File: src/rtl/fetcher_pkg.sv
// fetcher_pkg: shared constants and types for the instruction fetch controller.
//   ByteLength / PcLength / InstrLength : MSB indices of byte, pc and instruction
//   True / False                        : single-bit boolean constants
//   fc_state_t                          : fetch FSM encoding (FcIdle, FcRead, FcDone)
//   byte_addr()                         : 32-bit modulo byte address of base + offset
package fetcher_pkg;

  localparam int ByteLength  = 7;
  localparam int PcLength    = 31;
  localparam int InstrLength = 31;

  localparam logic True  = 1'b1;
  localparam logic False = 1'b0;

  typedef enum logic [1:0] {
    FcIdle = 2'd0,
    FcRead = 2'd1,
    FcDone = 2'd2
  } fc_state_t;

  // Wraps naturally at 2^32 because the result is PcLength+1 bits wide.
  function automatic logic [PcLength:0] byte_addr(input logic [PcLength:0] base,
                                                  input logic [2:0]        offset);
    return base + {29'd0, offset};
  endfunction

endpackage

File: src/rtl/fetcher_icache.sv
// fetcher_icache: direct-mapped, one-word-per-line instruction cache.
//   clk, rst (async active-low, clears valid bits only)
//   lookup_pc -> hit, hit_data   : combinational lookup
//   wr_en, wr_pc, wr_data        : synchronous line fill
// Index = pc[log2(LINES)+1:2], tag = pc[31:log2(LINES)+2].
module fetcher_icache
  import fetcher_pkg::*;
#(
  parameter int LINES = 128
) (
  input  logic                 clk,
  input  logic                 rst,
  input  logic [PcLength:0]    lookup_pc,
  output logic                 hit,
  output logic [InstrLength:0] hit_data,
  input  logic                 wr_en,
  input  logic [PcLength:0]    wr_pc,
  input  logic [InstrLength:0] wr_data
);

  localparam int IndexW = $clog2(LINES);
  localparam int TagW   = PcLength + 1 - IndexW - 2;

  logic [TagW-1:0]      tag_mem  [LINES];
  logic [InstrLength:0] data_mem [LINES];
  logic [LINES-1:0]     valid_reg;

  logic [IndexW-1:0] lookup_index;
  logic [TagW-1:0]   lookup_tag;
  logic [IndexW-1:0] wr_index;
  logic [TagW-1:0]   wr_tag;
  logic              unused_low;

  assign lookup_index = lookup_pc[IndexW+1:2];
  assign lookup_tag   = lookup_pc[PcLength:IndexW+2];
  assign wr_index     = wr_pc[IndexW+1:2];
  assign wr_tag       = wr_pc[PcLength:IndexW+2];
  // Word-aligned addresses: the byte-offset bits carry no information.
  assign unused_low   = ^{lookup_pc[1:0], wr_pc[1:0]};

  // Tag/data arrays have no reset; the valid vector alone gates hits.
  always_ff @(posedge clk) begin
    if (wr_en) begin
      tag_mem[wr_index]  <= wr_tag;
      data_mem[wr_index] <= wr_data;
    end
  end

  always_ff @(posedge clk or negedge rst) begin
    if (!rst) begin
      valid_reg <= '0;
    end else if (wr_en) begin
      valid_reg[wr_index] <= True;
    end
  end

  assign hit      = valid_reg[lookup_index] && (tag_mem[lookup_index] == lookup_tag);
  assign hit_data = data_mem[lookup_index];

endmodule

File: src/rtl/fetcher.sv
// fetcher: instruction fetch controller between the instruction queue and the
// byte-wide shared RAM port. One request at a time; four sequential byte reads
// are assembled little-endian into a 32-bit word, returned with a one-cycle
// finish pulse. A ROB exception flushes any fetch in progress.
//   clk, rst (async active-low)
//   is_exception_from_rob, is_empty_from_iq, pc_from_iq  : request side inputs
//   is_stall_to_iq, is_finish_to_iq, instr_to_iq         : request side outputs
//   mem_busy, mem_din                                    : RAM port inputs
//   mem_a, mem_rd                                        : RAM port outputs
// Optional feature: define FETCHER_ICACHE_EN to add a direct-mapped cache of
// ICACHE_LINES one-word lines (fetcher_icache); hits finish the cycle after accept.
module fetcher
  import fetcher_pkg::*;
#(
  parameter int ICACHE_LINES = 128
) (
  input  logic                 clk,
  input  logic                 rst,
  input  logic                 is_exception_from_rob,
  input  logic                 is_empty_from_iq,
  input  logic [PcLength:0]    pc_from_iq,
  output logic                 is_stall_to_iq,
  output logic                 is_finish_to_iq,
  output logic [InstrLength:0] instr_to_iq,
  input  logic                 mem_busy,
  input  logic [ByteLength:0]  mem_din,
  output logic [PcLength:0]    mem_a,
  output logic                 mem_rd
);

  fc_state_t            state_reg, state_next;
  logic [PcLength:0]    pc_reg;
  logic [2:0]           icnt_reg;      // bytes issued, 0..4
  logic [2:0]           rcnt_reg;      // bytes received, 0..4
  logic                 inflight_reg;  // a read was issued last cycle
  logic [InstrLength:0] asm_reg;       // partial word being assembled
  logic [InstrLength:0] instr_out_reg; // last completed word

  logic                 accept;
  logic                 capture;
  logic                 last_capture;
  logic                 cache_hit;
  logic [InstrLength:0] cache_data;

  assign accept       = (state_reg == FcIdle) && !is_empty_from_iq && !is_exception_from_rob;
  assign capture      = (state_reg == FcRead) && inflight_reg;
  assign last_capture = capture && (rcnt_reg == 3'd3);

`ifdef FETCHER_ICACHE_EN
  fetcher_icache #(
    .LINES(ICACHE_LINES)
  ) u_icache (
    .clk      (clk),
    .rst      (rst),
    .lookup_pc(pc_from_iq),
    .hit      (cache_hit),
    .hit_data (cache_data),
    .wr_en    (state_reg == FcDone),
    .wr_pc    (pc_reg),
    .wr_data  (instr_out_reg)
  );
`else
  logic unused_cfg;
  assign unused_cfg = (ICACHE_LINES > 0);
  assign cache_hit  = False;
  assign cache_data = '0;
`endif

  // State register
  always_ff @(posedge clk or negedge rst) begin
    if (!rst) begin
      state_reg <= FcIdle;
    end else begin
      state_reg <= state_next;
    end
  end

  // Next-state logic
  always_comb begin
    state_next = state_reg;
    if (is_exception_from_rob) begin
      state_next = FcIdle;
    end else begin
      case (state_reg)
        FcIdle:  if (accept) state_next = cache_hit ? FcDone : FcRead;
        FcRead:  if (last_capture) state_next = FcDone;
        FcDone:  state_next = FcIdle;
        default: state_next = FcIdle;
      endcase
    end
  end

  // Outputs
  always_comb begin
    mem_rd          = (state_reg == FcRead) && (icnt_reg < 3'd4) && !mem_busy;
    mem_a           = byte_addr(pc_reg, icnt_reg);
    is_stall_to_iq  = (state_reg != FcIdle) || is_exception_from_rob;
    is_finish_to_iq = (state_reg == FcDone);
    instr_to_iq     = instr_out_reg;
  end

  // Datapath: counters, byte assembly and the held output word.
  always_ff @(posedge clk or negedge rst) begin
    if (!rst) begin
      pc_reg        <= '0;
      icnt_reg      <= '0;
      rcnt_reg      <= '0;
      inflight_reg  <= False;
      asm_reg       <= '0;
      instr_out_reg <= '0;
    end else begin
      // An exception drops the byte in flight so a stale response is never captured.
      inflight_reg <= is_exception_from_rob ? False : mem_rd;
      if (is_exception_from_rob) begin
        icnt_reg <= '0;
        rcnt_reg <= '0;
      end else if (accept) begin
        pc_reg   <= pc_from_iq;
        icnt_reg <= '0;
        rcnt_reg <= '0;
        if (cache_hit) instr_out_reg <= cache_data;
      end else begin
        if (mem_rd) icnt_reg <= icnt_reg + 3'd1;
        if (capture) begin
          asm_reg[{rcnt_reg[1:0], 3'b000} +: 8] <= mem_din;
          rcnt_reg <= rcnt_reg + 3'd1;
        end
        // The fourth byte goes straight into the output word this same edge.
        if (last_capture) instr_out_reg <= {mem_din, asm_reg[23:0]};
      end
    end
  end

endmodule

File: config.mk
export PLATFORM = sky130hd
export DESIGN_NAME = fetcher
export DESIGN_NICKNAME = d
export VERILOG_FILES = /design/src/rtl/fetcher_pkg.sv /design/src/rtl/fetcher_icache.sv /design/src/rtl/fetcher.sv
export SDC_FILE = /design/constraint.sdc
export NUM_CORES = 1
export LEC_CHECK = 0
export ABC_AREA = 1
export ABC_CLOCK_PERIOD_IN_PS = 2350
export CAP_MARGIN = 0
export CORE_MARGIN = 2
export CORE_UTILIZATION = 25
export CTS_BUF_LIST = sky130_fd_sc_hd__clkbuf_8
export DETAILED_ROUTE_END_ITERATION = 8
export SLEW_MARGIN = 15
export SYNTH_ARGS = -nofsm -noshare
export SYNTH_HDL_FRONTEND = slang
export SYNTH_SLANG_ARGS = --single-unit
File: constraint.sdc
create_clock -name clk -period 2.35 [get_ports clk]
set_input_delay 0.235 -clock clk [delete_from_list [all_inputs] [get_ports clk]]
set_output_delay 0.235 -clock clk [all_outputs]
set_load 0.01 [all_outputs]
* After elaboration in Yosys (flattened, before gate mapping)
Cells that the tools add are included.
W data, S select, Z words.
** Storage, ports and cells
- Bits in registers :: 105
- Bits in latches :: 0
- Bits in writable memories :: 0
- Memory bits (read-only) :: 0
- Input port bits :: 45
- Output and inout bits :: 67
- Memories kept :: 0
** Operators by class
- Add/subtract/negate cells :: 4
- $mul :: 0
- Divide/modulo/power cells :: 0
- Order comparisons :: 1
- Equal/unequal tests :: 5
- Shift-type cells :: 2
- Mux-type cells :: 12
- Bitwise operators :: 2
- Reduce and logical (&&, ||, !) cells :: 18
** Operators with widths (number)
- $add A32 B3 Y32 :: 1
- $bwmux W32 :: 1
- $shift A8 B7 Y32 const A :: 1
- $shiftx A8 B7 Y32 :: 1
- $mux W3 :: 6
- $neg A5 Y7 :: 1
- $add A3 B1 Y3 const B :: 2
- $logic_and A1 B1 Y1 :: 6
- $mux W2 :: 3
- $ne A3 B3 Y1 const B :: 2
- $reduce_and A3 Y1 :: 2
- $reduce_bool A3 Y1 :: 2
- $pmux W2 S2 :: 1
- $reduce_and A2 Y1 :: 2
- $eq A3 B2 Y1 const B :: 1
- $logic_not A1 Y1 :: 3
- $lt A3 B3 Y1 const B :: 1
- $eq A2 B1 Y1 const B :: 1
- $eq A2 B2 Y1 const B :: 1
- $logic_not A2 Y1 :: 1
- $not A1 Y1 :: 2
- $reduce_bool A2 Y1 :: 1
- $logic_or A1 B1 Y1 :: 1
- $mux W1 :: 1

* Logic depth before layout (Yosys ltp)
- Depth after elaboration :: 6
- Mapped depth :: 11
- Mapped depth without buffers :: 10

* Worst setup path after synthesis
Ideal clock, no wire load.
- Path kind :: register to output
- From :: reg icnt_reg[0]
- To :: out mem_a[14]
- Arrival time :: 1.590 ns
- Setup slack :: 0.525 ns
- Cell stages (with the launch flop) :: 8
- Buffers on the path :: 0
- Cells stage by stage :: dfrtp_1 ha_1 fa_1 nand3_1 nand2_1 nand2_1 nor2_1 xor2_1
** On the way
- Longest elaborated chain between the ends :: 1
** Ends and longest elaborated chain
- start, declared :: RTL line fetcher.sv:33 : logic [2:0] icnt_reg;
- start signal, assigned :: RTL line fetcher.sv:123 : if (mem_rd) icnt_reg <= icnt_reg + 3'd1;
- $add A32 B3 Y32 :: RTL line fetcher_pkg.sv:24 : return base + {29'd0, offset};
- end, declared :: RTL line fetcher.sv:27 : output logic [PcLength:0] mem_a,
Every way passes these cells.

* Final worst setup path
- From :: reg pc_reg[0]
- To :: out mem_a[16]
** On the way
- Longest elaborated chain between the ends :: 1
** Ends and longest elaborated chain
- start, declared :: RTL line fetcher.sv:32 : logic [PcLength:0] pc_reg;
- start signal, assigned :: RTL line fetcher.sv:118 : pc_reg <= pc_from_iq;
- $add A32 B3 Y32 :: RTL line fetcher_pkg.sv:24
Every way passes these cells.

==> flow_metrics.py <==
metrics = {
    "run_status": {
        "status": "completed",
    },
    "power_and_ir_drop": {
        "p_switching_uw": 1270,
        "power_uw": 4070,
        "p_clk_share_pct": 28.1,
        "switching_share_pct": 31.3,
        "powerDensity_nw_per_um2": 598,
        "p_int_uw": 2790,
        "peakVddDrop_uv": 268,
        "p_leak_uw": 0.00337,
        "pwr-share-seq_pct": 49.2,
        "p_comb_share_pct": 22.7,
    },
    "logic_synthesis": {
        "synth_common_cells": "nand2_1, dfrtp_1, nor2_1, inv_1, mux2_4",
        "synth_edf_count": 0,
        "synth-main-ff-cell": "dfrtp_1",
        "avgSynthCellArea_um2": 8.20,
        "yosys_warnings": 0,
        "ys_types": 27,
        "synthCells": 611,
        "synth_area_um2": 5010,
        "ys_ff_latch": 97,
        "synth_most_common_cell": "nand2_1",
        "synth_top_cell_area_share_pct": 48.5,
        "synthArstFlopShare_pct": 100,
        "synth_fp_nets": 667,
        "yosysTopAreaCell": "dfrtp_1",
        "ys_top_cells_by_area": "dfrtp_1, nand2_1, mux2_4",
        "synth_seq_area_share_pct": 48.5,
    },
    "sta": {
        "period_needed_ns": 2.30,
        "slew_viol_final": 0,
        "finalSetupViolCount": 0,
        "setup_tns_ns": 0,
        "relSlewSlack_pct": 62.5,
        "hold_violations": 0,
        "holdWs_ns": 0.381,
        "fin_skew_ns": 0.0112,
        "fmax_ghz": 0.434,
        "rsz0062_at_grt": "yes",
        "fin_crit_sh_pct": 98.0,
        "tightest_slew_ns": 0.563,
    },
    "placed_design": {
        "dp.final_hpwl_um": 9870,
        "dp_cells": 988,
        "io_buffers": 111,
        "globalplace.congestion": 0.858,
        "place_area_um2": 6470,
    },
    "clocking": {
        "cts_tree": "done",
        "cts_made_buffers": 9,
        "cts_num_sinks": 97,
        "cts_buffer_depth": 2,
        "clk_pin_slew_ns": 0.10,
        "h-tree-depth": 3,
        "clockRootBuffer": "clkbuf_8",
        "clk_latency_ns": 0.38,
    },
    "floorplan": {
        "io_pins": 112,
        "core_um2": 19600,
        "initial_core_util_pct": 25.6,
        "placementRows": 51,
        "dieArea_um2": 21200,
        "chipHeight_um": 146,
        "die_x_um": 146,
    },
    "job": {
        "max_cap_violations": 0,
    },
    "detailed_routing": {
        "post_drt_wl_per_cell_um": 13.3,
        "dr.pass1.iters": 4,
        "via_count": 4210,
        "ant_nets": 0,
        "dr.first_iter.drc_count": 248,
        "totalWireLength_um": 13500,
        "drc": 0,
        "via_per_inst": 4.16,
    },
    "layout": {
        "fin_cells": 1011,
        "final_nets": 797,
        "syn_to_final_growth_pct": 35.7,
        "drive_gt1_share_pct": 15.8,
        "final_cell_area_um2": 6800,
        "nFillCells": 2079,
        "n_antenna_cell": 0,
    },
    "global_route": {
        "grt_usage_pct": 12.9,
        "grt.busiest_layer": "met2",
        "use_met2_pct": 21.3,
        "grt_overflow": 0,
        "antenna_found_initial": 0,
        "grt_max_degree": 58,
        "grt_pass1_wl_um": 21800,
        "grt_pass1_vias": 4183,
        "met1_usage_pct": 16.7,
        "met3_usage_pct": 3.79,
    },
    "worst_setup_path": {
        "path_buf_inv": 2,
        "crit_arrival_ns": 2.07,
        "path_cells": "ha_2, fa_2, nand3_2, nand2_4, buf_6, nand2_8, nor2_4, xor2_1, buf_2",
        "cp_max_fo": 5,
        "crit_family": "adder cells",
        "worst-r2r-setup-slack_ns": 0.71,
        "cpPeakStageDelay_ns": 0.40,
        "crit_required_ns": 2.12,
        "endpoint_kind": "output port",
        "cpMaxStageDelayCell": "dfrtp_1",
        "startpoint_type": "flop",
        "crit_type": "reg2out",
    },
    "worst_hold_path": {
        "min_path_type": "in2async",
    },
}
[layout by cell type (no fill, tap or decap), types with 4 or more instances in the layout]
cell type	count
nor2_1	69
xnor2_1	6
nor2_2	5
nor2_4	8
ha_1	8
dfrtp_1	97
xor2_1	8
clkbuf_8	9
clkbuf_2	9
inv_1	37
nand2_4	5
mux2_2	7
nand2_1	280
nand3b_1	12
nand3_1	7
dlygate4sd2_1	8
buf_4	12
o21ai_0	4
a21oi_1	4
clkdlybuf4s50_1	80
mux2_4	21
nand3_4	4
inv_2	6
buf_2	10
[worst reg2reg max path, stage by stage, from the launching register on]
cell	delay, ns
dfrtp_1	0.41
nor2_2	0.25
nand3_4	0.29
buf_12	0.27
mux2_4	0.31
[per-stage QoR]
stage,utilization [%],worst slack (ns)
final,34.7,0.0463
after global routing,34.7,-0.0633
after CTS,34.6,-0.00226
after detailed placement,33.0,-0.163
after global placement,33.0,-0.128
after floorplan,-,0.525
[power by group through the flow]
stage          logic [uW]  registers, uW  clock network (uW)
2_1_floorplan         516           1960                   0
3_3_place_gp          965           2030                   0
3_5_place_dp          970           2030                   0
4_1_cts               938           1990                1200
5_1_grt              1010           2020                1270
6_report              924           2000                1140
[per-layer routing]
| layer | up-vias | routed length, um | part of all wire [%] |
|---|---|---|---|
| li1 | 2139 | - | - |
| met1 | 1940 | 6310 | 47 |
| met2 | 116 | 6280 | 47 |
| met5 | - | 0 | 0 |
| met3 | 15 | 732 | 5.4 |
| met4 | 0 | 169 | 1.3 |
[cell families after synthesis]
group	synth area share, %
compound gates	1.67
xor+xnor	2.45
fa+ha+maj	2.90
buf+inv	4.72
flops	48.5
mux	7.87
simple gates	31.9
[repair_timing]
action                                  CTS  global route
buffers inserted                          4             2
endpoints found under the setup margin   30            25
pin swaps                                 5            12
hold buffers                              1             0
gates resized for setup                  85            41
hold endpoints to repair                 40             0
[final timing paths]
path	from	endpoint	cells past startpoint
hold / removal	rst	instr_to_iq[10]$_DFFE_PN0P_	2
min in group clk	pc_from_iq[18]	pc_reg[18]$_DFFE_PN0P_	3
setup / recovery	pc_reg[0]$_DFFE_PN0P_	mem_a[16]	9
max in group asynchronous	rst	instr_to_iq[17]$_DFFE_PN0P_	3
hold reg to reg	asm_reg[17]$_DFFE_PN0P_	asm_reg[17]$_DFFE_PN0P_	2
setup reg to reg	state_reg[1]$_DFFE_PN0P_	pc_reg[20]$_DFFE_PN0P_	4
[final cells by class]
class | count | area (um2) | share of cell area (%)
Inverter | 42 | 158 | 2.32
Timing Repair Buffer | 128 | 1170 | 17.2
Clock inverter | 7 | 76.3 | 1.12
Sequential cell | 97 | 2430 | 35.7
Clock buffer | 9 | 124 | 1.82
Multi-Input combinational cell | 463 | 2510 | 36.9
Tap cell | 265 | 332 | 4.88
Power figures use the tool's default switching activity.
